**config.mk**
```make
export PLATFORM = sky130hd
export DESIGN_NAME = proc_mem_port_arbiter
export DESIGN_NICKNAME = d
export VERILOG_FILES = /design/src/rtl/proc_mem_port_arbiter_pkg.sv /design/src/rtl/proc_mem_req_out_reg.sv /design/src/rtl/proc_mem_port_arbiter.sv
export SDC_FILE = /design/constraint.sdc
export NUM_CORES = 1
export LEC_CHECK = 0
export CORE_AREA = 3 3 147 149
export CTS_CLUSTER_DIAMETER = 40
export DETAILED_ROUTE_END_ITERATION = 10
export DIE_AREA = 0 0 150 152
export RECOVER_POWER = 100
export SYNTH_ARGS = -nofsm -noshare
export SYNTH_HDL_FRONTEND = slang
export SYNTH_SLANG_ARGS = --single-unit
```
**constraint.sdc**
```tcl
create_clock -name clk -period 3.8 [get_ports clk]
set_clock_uncertainty 0.15 [all_clocks]
set_input_delay 0.95 -clock clk [delete_from_list [all_inputs] [get_ports clk]]
set_output_delay 0.95 -clock clk [all_outputs]
set_load 0.01 [all_outputs]
```
**src/rtl/proc_mem_port_arbiter_pkg.sv**
```systemverilog
// Shared definitions for the processor memory port arbiter.
// Message field positions, port ids and the outstanding-counter width.
// Counter update helper shared by both per-port counters.
package proc_mem_port_arbiter_pkg;

  // Request message {type, opaque, addr, len, data}
  localparam int REQ_W         = 77;
  localparam int REQ_TYPE_LSB  = 74;
  localparam int REQ_OPQ_LSB   = 66;
  localparam int REQ_ADDR_LSB  = 34;
  localparam int REQ_LEN_LSB   = 32;
  localparam int REQ_DATA_LSB  = 0;

  // Response message {type, opaque, len, data}
  localparam int RESP_W        = 45;
  localparam int RESP_TYPE_LSB = 42;
  localparam int RESP_OPQ_LSB  = 34;
  localparam int RESP_LEN_LSB  = 32;
  localparam int RESP_DATA_LSB = 0;

  // Field widths
  localparam int TYPE_W = 3;
  localparam int OPQ_W  = 8;
  localparam int ADDR_W = 32;
  localparam int LEN_W  = 2;
  localparam int DATA_W = 32;

  // Port ids carried in opaque[0]
  localparam logic PORT_IMEM = 1'b0;
  localparam logic PORT_DMEM = 1'b1;

  // Outstanding-request counter width (limit up to 15)
  localparam int CNT_W = 4;

  // Next counter value: simultaneous inc/dec cancel, decrement saturates at 0
  function automatic logic [CNT_W-1:0] cnt_next(input logic [CNT_W-1:0] cnt,
                                               input logic inc,
                                               input logic dec);
    logic [CNT_W-1:0] res;
    res = cnt;
    if (inc && !dec) begin
      res = cnt + 1'b1;
    end else if (dec && !inc && (cnt != '0)) begin
      res = cnt - 1'b1;
    end
    return res;
  endfunction

endpackage

```
**src/rtl/proc_mem_req_out_reg.sv**
```systemverilog
// One-entry request pipe register feeding the shared memory port.
// Latency: load at edge N is visible on the outputs from N+1.
// Backpressure: holds its entry until dequeued; load may coincide with dequeue.
module proc_mem_req_out_reg
  import proc_mem_port_arbiter_pkg::*;
(
  input  logic             clk,
  input  logic             rst,
  input  logic             load,
  input  logic [REQ_W-1:0] load_msg,
  input  logic             deq,
  output logic             full,
  output logic [REQ_W-1:0] msg
);

  // Load has priority over dequeue so a refill in the draining cycle keeps the entry full
  always_ff @(posedge clk or posedge rst) begin
    if (rst) begin
      full <= 1'b0;
      msg  <= '0;
    end else if (load) begin
      full <= 1'b1;
      msg  <= load_msg;
    end else if (deq) begin
      full <= 1'b0;
    end
  end

endmodule

```
**src/rtl/proc_mem_port_arbiter.sv**
```systemverilog
// Round-robin merge of imem/dmem request ports onto one memory port; responses routed by opaque[0].
// Latency: request 1 cycle (registered), response 0 cycles (combinational pass-through).
// Backpressure: per-port rdy needs grant, free/draining register and outstanding count below the limit.
module proc_mem_port_arbiter
  import proc_mem_port_arbiter_pkg::*;
#(
  parameter int p_max_outstanding = 4,
  parameter int p_opaque_nbits    = 8
) (
  input  logic              clk,
  input  logic              reset,
  input  logic              domain,

  input  logic [REQ_W-1:0]  imemreq_msg,
  input  logic              imemreq_val,
  output logic              imemreq_rdy,
  output logic [RESP_W-1:0] imemresp_msg,
  output logic              imemresp_val,
  input  logic              imemresp_rdy,

  input  logic [REQ_W-1:0]  dmemreq_msg,
  input  logic              dmemreq_val,
  output logic              dmemreq_rdy,
  output logic [RESP_W-1:0] dmemresp_msg,
  output logic              dmemresp_val,
  input  logic              dmemresp_rdy,

  output logic [REQ_W-1:0]  memreq_msg,
  output logic              memreq_val,
  input  logic              memreq_rdy,
  input  logic [RESP_W-1:0] memresp_msg,
  input  logic              memresp_val,
  output logic              memresp_rdy
);

  localparam logic [CNT_W-1:0] MAX_CNT = CNT_W'(p_max_outstanding);

  logic                      out_full;
  logic [REQ_W-1:0]          out_msg;
  logic                      can_load;
  logic                      deq;
  logic                      load;
  logic                      elig_imem;
  logic                      elig_dmem;
  logic                      grant_imem;
  logic                      grant_dmem;
  logic                      prio;       // port id currently favoured on a tie
  logic [CNT_W-1:0]          cnt_imem;
  logic [CNT_W-1:0]          cnt_dmem;
  logic                      win_port;
  logic [REQ_W-1:0]          win_msg;
  logic [p_opaque_nbits-1:0] win_opq;
  logic [REQ_W-1:0]          tagged_msg;
  logic                      resp_sel;
  logic                      resp_fire;
  logic [RESP_W-1:0]         resp_fwd;
  logic                      unused_domain;

  // The domain label travels with the messages outside this block; nothing here depends on it
  assign unused_domain = domain;

  // Request side: the register accepts a new entry when empty or draining this cycle
  assign can_load = !out_full || memreq_rdy;
  assign deq      = out_full && memreq_rdy;

  assign elig_imem  = imemreq_val && (cnt_imem < MAX_CNT);
  assign elig_dmem  = dmemreq_val && (cnt_dmem < MAX_CNT);
  assign grant_dmem = elig_dmem && (!elig_imem || (prio == PORT_DMEM));
  assign grant_imem = elig_imem && (!elig_dmem || (prio == PORT_IMEM));

  assign imemreq_rdy = grant_imem && can_load;
  assign dmemreq_rdy = grant_dmem && can_load;
  assign load        = imemreq_rdy || dmemreq_rdy;

  // Winner's message with opaque[0] replaced by its port id
  assign win_port   = grant_dmem ? PORT_DMEM : PORT_IMEM;
  assign win_msg    = grant_dmem ? dmemreq_msg : imemreq_msg;
  assign win_opq    = win_msg[REQ_OPQ_LSB +: p_opaque_nbits];
  assign tagged_msg = {win_msg[REQ_W-1:REQ_OPQ_LSB+p_opaque_nbits],
                       win_opq[p_opaque_nbits-1:1],
                       win_port,
                       win_msg[REQ_OPQ_LSB-1:0]};

  proc_mem_req_out_reg u_out_reg (
    .clk      (clk),
    .rst      (reset),
    .load     (load),
    .load_msg (tagged_msg),
    .deq      (deq),
    .full     (out_full),
    .msg      (out_msg)
  );

  assign memreq_val = out_full;
  assign memreq_msg = out_msg;

  // Response side: steer by the tag, and clear it before handing back to the port
  assign resp_sel  = memresp_msg[RESP_OPQ_LSB];
  assign resp_fwd  = {memresp_msg[RESP_W-1:RESP_OPQ_LSB+1], 1'b0,
                      memresp_msg[RESP_OPQ_LSB-1:0]};

  assign imemresp_val = memresp_val && (resp_sel == PORT_IMEM);
  assign dmemresp_val = memresp_val && (resp_sel == PORT_DMEM);
  assign imemresp_msg = resp_fwd;
  assign dmemresp_msg = resp_fwd;
  assign memresp_rdy  = (resp_sel == PORT_DMEM) ? dmemresp_rdy : imemresp_rdy;
  assign resp_fire    = memresp_val && memresp_rdy;

  // Round-robin pointer: after a grant the other port is favoured
  always_ff @(posedge clk or posedge reset) begin
    if (reset) begin
      prio <= PORT_DMEM;
    end else if (load) begin
      prio <= ~win_port;
    end
  end

  // Outstanding counters: up on request accept, down on response handshake
  always_ff @(posedge clk or posedge reset) begin
    if (reset) begin
      cnt_imem <= '0;
      cnt_dmem <= '0;
    end else begin
      cnt_imem <= cnt_next(cnt_imem, imemreq_rdy,
                           resp_fire && (resp_sel == PORT_IMEM));
      cnt_dmem <= cnt_next(cnt_dmem, dmemreq_rdy,
                           resp_fire && (resp_sel == PORT_DMEM));
    end
  end

endmodule
```
# After elaboration in Yosys (flattened, before gate mapping)
# Cells that the tools add are included.
# classes
addsub	4
n_lt_le_gt_ge	2
muxes	9
bitwise	3
reduce_logical	34
# op_table
op	n
$mux 77	1
$logic_and 1x1->1	18
$mux 4	4
$add 4x1->4 const B	2
$lt 4x3->1 const B	2
$reduce_bool 4->1	2
$sub 4x1->4 const B	2
$logic_not 1->1	7
$reduce_bool 2->1	3
$logic_or 1x1->1	4
$mux 1	4
$not 1->1	3
# totals
regBits	87
input_bits	208
wordCells	57

# Logic depth before layout (Yosys ltp)
# depth
depth_word	11
depth_mapped	11
mapped_depth_nobuf	9

# Modules after synthesis
# A second synthesis with hierarchy kept.
# unflattened
hier_cells	564
hier_area_um2	5290.1
# by_module_without_submodules
module	instances	cells_each	area_per_inst_um2	seq_area_each_um2
proc_mem_req_out_reg	1	167	2975.4	1951.9
proc_mem_port_arbiter	1	397	2314.7	226.5

# Least setup slack after synthesis
# No wires, ideal clock.
# synth_path
path_kind	input to register
start	input port imemreq_val
end	register cnt_imem[3]
t_arrival_ns	3.470
required_ns	3.563
path_slack_ns	0.094
stages	11
cell_sequence	or3b_1 > or3_1 > buf_6 > inv_1 > buf_2 > nand2_1 > ha_1 > a21o_1 > a21o_1 > or4b_2 > o211ai_1
# synth_via
elab_chain_cells	7
word_cells_on_any_way	9
cone_classes	mux (1); reduce/logical (8)
# synth_lines
item	line	text
start: declaration	proc_mem_port_arbiter.sv:15	input logic imemreq_val,
$logic_and 1x1->1 (*)	proc_mem_port_arbiter.sv:66	assign elig_imem = imemreq_val && (cnt_imem < MAX_CNT);
$logic_and 1x1->1 (*)	proc_mem_port_arbiter.sv:69	assign grant_imem = elig_imem && (!elig_dmem || (prio == PORT_IMEM));
$logic_and 1x1->1 (*)	proc_mem_port_arbiter.sv:71	assign imemreq_rdy = grant_imem && can_load;
via imemreq_rdy	proc_mem_port_arbiter.sv:16	output logic imemreq_rdy,
$logic_not 1->1	proc_mem_port_arbiter_pkg.sv:43	end else if (dec && !inc && (cnt != '0)) begin
$logic_and 1x1->1 (2 in series)	proc_mem_port_arbiter_pkg.sv:43	
$reduce_bool 2->1 (no line)	--	
end signal: assignment	proc_mem_port_arbiter.sv:124	cnt_imem <= cnt_next(cnt_imem, imemreq_rdy,
end: declaration	proc_mem_port_arbiter.sv:48	logic [CNT_W-1:0] cnt_imem;
# The timed path passes the listed nets; every way through them passes the cells marked *.
# A chain may end at the register's enable or synchronous reset.

# Final worst setup path
# layout_path
start	input port dmemreq_val
end	output port dmemreq_rdy
# layout_via
elab_chain_cells	3
# layout_lines
item	line	text
start: declaration	proc_mem_port_arbiter.sv:22	input logic dmemreq_val,
$logic_and 1x1->1	proc_mem_port_arbiter.sv:67	assign elig_dmem = dmemreq_val && (cnt_dmem < MAX_CNT);
$logic_and 1x1->1	proc_mem_port_arbiter.sv:68	assign grant_dmem = elig_dmem && (!elig_imem || (prio == PORT_DMEM));
$logic_and 1x1->1	proc_mem_port_arbiter.sv:72	assign dmemreq_rdy = grant_dmem && can_load;
end: declaration	proc_mem_port_arbiter.sv:23	output logic dmemreq_rdy,
# Every way passes these cells.

==> flow_metrics.py <==
metrics = {
    "worst_setup_path": {
        "cp-start-kind": "input pin",
        "cpPeakStageDelay_ps": 580,
        "path_class": "in2out",
        "worstPathArrival_ps": 2620,
        "r2r_start": "cnt_imem[2]",
        "cp_num_cells": 4,
        "cp_top_family": "buffers and inverters",
        "cp-endpoint": "dmemreq_rdy",
        "cp_max_fo": 2,
        "crit_path_frequent_cell": "clkdlybuf4s50_1",
        "r2r_end": "cnt_imem[3]",
        "reg2regPathDepth": 9,
        "rrSetupSlack_ps": 820,
        "slowest_stage": "clkdlybuf4s50_1",
        "crit_start": "dmemreq_val",
        "path_buf_inv": 2,
        "crit_chain": "clkdlybuf4s50_1 -> or3b_1 -> nor3_2 -> clkdlybuf4s50_1",
        "cp-end-kind": "primary output",
        "worstPathRequired_ps": 2700,
    },
    "run": {
        "maxCapViolCount": 1,
    },
    "pwr": {
        "leakage_uw": 0.00304,
        "p_total_uw": 4790,
        "cellPowerDensity_nw_per_um2": 669,
        "ir_worst_vdd_mv": 0.249,
    },
    "sta": {
        "worstMarginPinSlew_ps": 1810,
        "relSlewSlack": -0.211,
        "finalCritPeriodShare": 0.979,
        "setup_ws_ps": 81.1,
        "period_minus_slack_ps": 3720,
        "hold_viol_final": 0,
        "hold-worst-slack_ps": 317,
        "drv_slew": 40,
        "fmax_ghz": 0.269,
        "setup_viol": 0,
        "rsz0062_at_grt": "false",
    },
    "clock_tree": {
        "clkSinkCount": 87,
        "cts_buffers": 9,
        "root_buffer": "clkbuf_16",
        "cts.clk_slew.worst_paths_ps": 60,
        "cts-htree-levels": 3,
        "clock_latency_ps": 340,
        "clk_path_buf_depth": 2,
        "cts_tree": "built",
        "postCtsSetupBuffers": 0,
    },
    "routing": {
        "first_pass_iters": 4,
        "totalWireLength_mm": 13.8,
        "wl_per_cell_um": 15.0,
        "antenna_left": 0,
        "route.detailed.drc": 0,
        "initialDrtViolationCount": 83,
        "via_per_inst": 4.12,
        "dr_total_vias": 3774,
    },
    "worst_hold_path": {
        "worstHoldPathType": "reg2reg",
    },
    "synth": {
        "synth.avg_cell_area_um2": 9.83,
        "syn-cell-area_um2": 4800,
        "yosys_warnings": 0,
        "netlist_top_cells_area": "dfrtp_1, buf_4, mux2i_1, nand2_1, o21ai_0",
        "synth-edff-count": 0,
        "yosysTopAreaCell": "dfrtp_1",
        "synth_top_area_share": 0.449,
        "ys_ff_latch": 87,
        "ys.flop_type": "dfrtp_1",
        "ys_seq_area_frac": 0.454,
        "synthTopCellsByCount": "nand2_1, buf_4, dfrtp_1",
        "synthDistinctLibCells": 39,
        "synthCells": 488,
        "synth.most_common_cell": "nand2_1",
        "async_reset_ff_frac": 1.00,
    },
    "placed_design": {
        "gp_congestion": 0.739,
        "dp.final_hpwl_mm": 11.0,
        "portBuffers": 243,
        "dp_slack_ps": -108,
    },
    "floorplan": {
        "chipHeight_um": 152,
        "dieArea_um2": 22800,
        "rows": 52,
        "initial_core_util": 0.236,
        "die_w_um": 150,
        "top_level_ports": 381,
        "core_area_um2": 20300,
    },
    "global_route": {
        "grt.total_usage": 0.115,
        "grt_max_degree": 134,
        "grt-ovfl-total": 0,
        "antenna_found_initial": 1,
        "grt_pass1_vias": 3634,
        "grt_first_pass_wirelength_mm": 20.5,
    },
    "cells_and_area": {
        "drive_above_1_share": 0.0573,
        "num_antenna_cells": 0,
        "layout.nets": 855,
        "areaGrowthSynthToFinish_pct": 49.3,
        "postLayoutCoreUtil": 0.353,
    },
    "run_status": {
        "status": "complete, but fails checks",
        "violations": "max-capacitance violations, max-slew violations",
    },
}
## stage by stage
stage | cells | TNS [ps] | cell area, um^2
after floorplan | 489 | 0 | 4800
after global placement | 900 | -174 | 6920
after detailed placement | 900 | -203 | 6920
after CTS | 916 | 0 | 7200
after global routing | 916 | 0 | 7160
final | 916 | 0 | 7160
## tightest hold or removal path, cell delays in order, from the launching register on
cell,delay [ps]
dfrtp_1,330
nand2_1,50
nand2_1,60
## cells by family after synthesis
kind of cell             share of synthesized area
AO/OA/AOI/OAI                                0.108
other                                     0.000782
adder cells (fa/ha/maj)                     0.0188
multiplexers                                 0.135
AND/OR/NAND/NOR                              0.105
flip-flops                                   0.454
buffers and inverters                        0.170
XOR/XNOR                                   0.00913
## worst min-delay path by stage
stage	startpoint	endpoint	slack (ps)	cells after the start
after floorplan	prio	prio	310	2
after CTS	u_out_reg.msg[46]	u_out_reg.msg[46]	330	2
after global routing	u_out_reg.msg[63]	u_out_reg.msg[63]	330	2
after global placement	u_out_reg.msg[62]	u_out_reg.msg[62]	310	2
final	u_out_reg.msg[46]	u_out_reg.msg[46]	320	2
after detailed placement	u_out_reg.msg[63]	u_out_reg.msg[63]	310	2
## final cells by class
type                       count  area [um^2]
sequential                    87         2180
inverter                       3         12.5
clock buffer                  12          246
fill                        2120        13100
clock inverter                 4         31.3
timing repair buffer         257         2530
tap                          270          338
multi-input combinational    283         1820
## timing repair
item	4_1_cts	5_1_grt
endpoints found under the setup margin	1	0
gates resized for setup	1	0
hold buffers	0	0
## per-layer routing
| metal | wire [um] | part of all wire | up-vias | track usage |
|---|---|---|---|---|
| li1 | - | - | 1875 | - |
| met1 | 5050 | 0.37 | 1636 | 0.122 |
| met2 | 6530 | 0.47 | 241 | 0.197 |
| met3 | 1930 | 0.14 | 20 | 0.0620 |
| met4 | 228 | 0.017 | 2 | 0.0336 |
| met5 | 17 | 0.0012 | - | 0 |
## report_power, final
part | internal [uW] | total [uW] | switching [uW]
clock network | 463 | 837 | 374
registers | 1390 | 1660 | 263
logic | 1180 | 2300 | 1110
## layout by cell type (no fill, tap or decap), types with 2 or more instances in the layout
cell	Yosys	final
mux2i_1	57	57
xor2_1	2	2
clkinvlp_4	0	3
clkbuf_1	17	6
nor2b_1	2	2
fa_1	2	2
ha_1	4	4
clkbuf_16	0	9
nor4_1	2	2
clkbuf_4	0	2
a21o_1	3	3
dlygate4sd3_1	0	83
conb_1	1	2
clkdlybuf4s50_1	0	159
dfrtp_1	86	86
buf_4	95	7
mux2_2	4	4
a21oi_1	2	2
o21ai_0	53	58
nand2_1	98	98
or3b_1	2	2
inv_1	3	2
xnor2_1	3	3
nor2_1	4	3
a22oi_1	20	20
## flip-flops by register name, summed over array words and instances, names as in the netlist
name,count
u_out_reg.msg,77
prio,1
cnt_dmem,4
cnt_imem,4
u_out_reg.full,1
(Power assumes the default switching activity.)
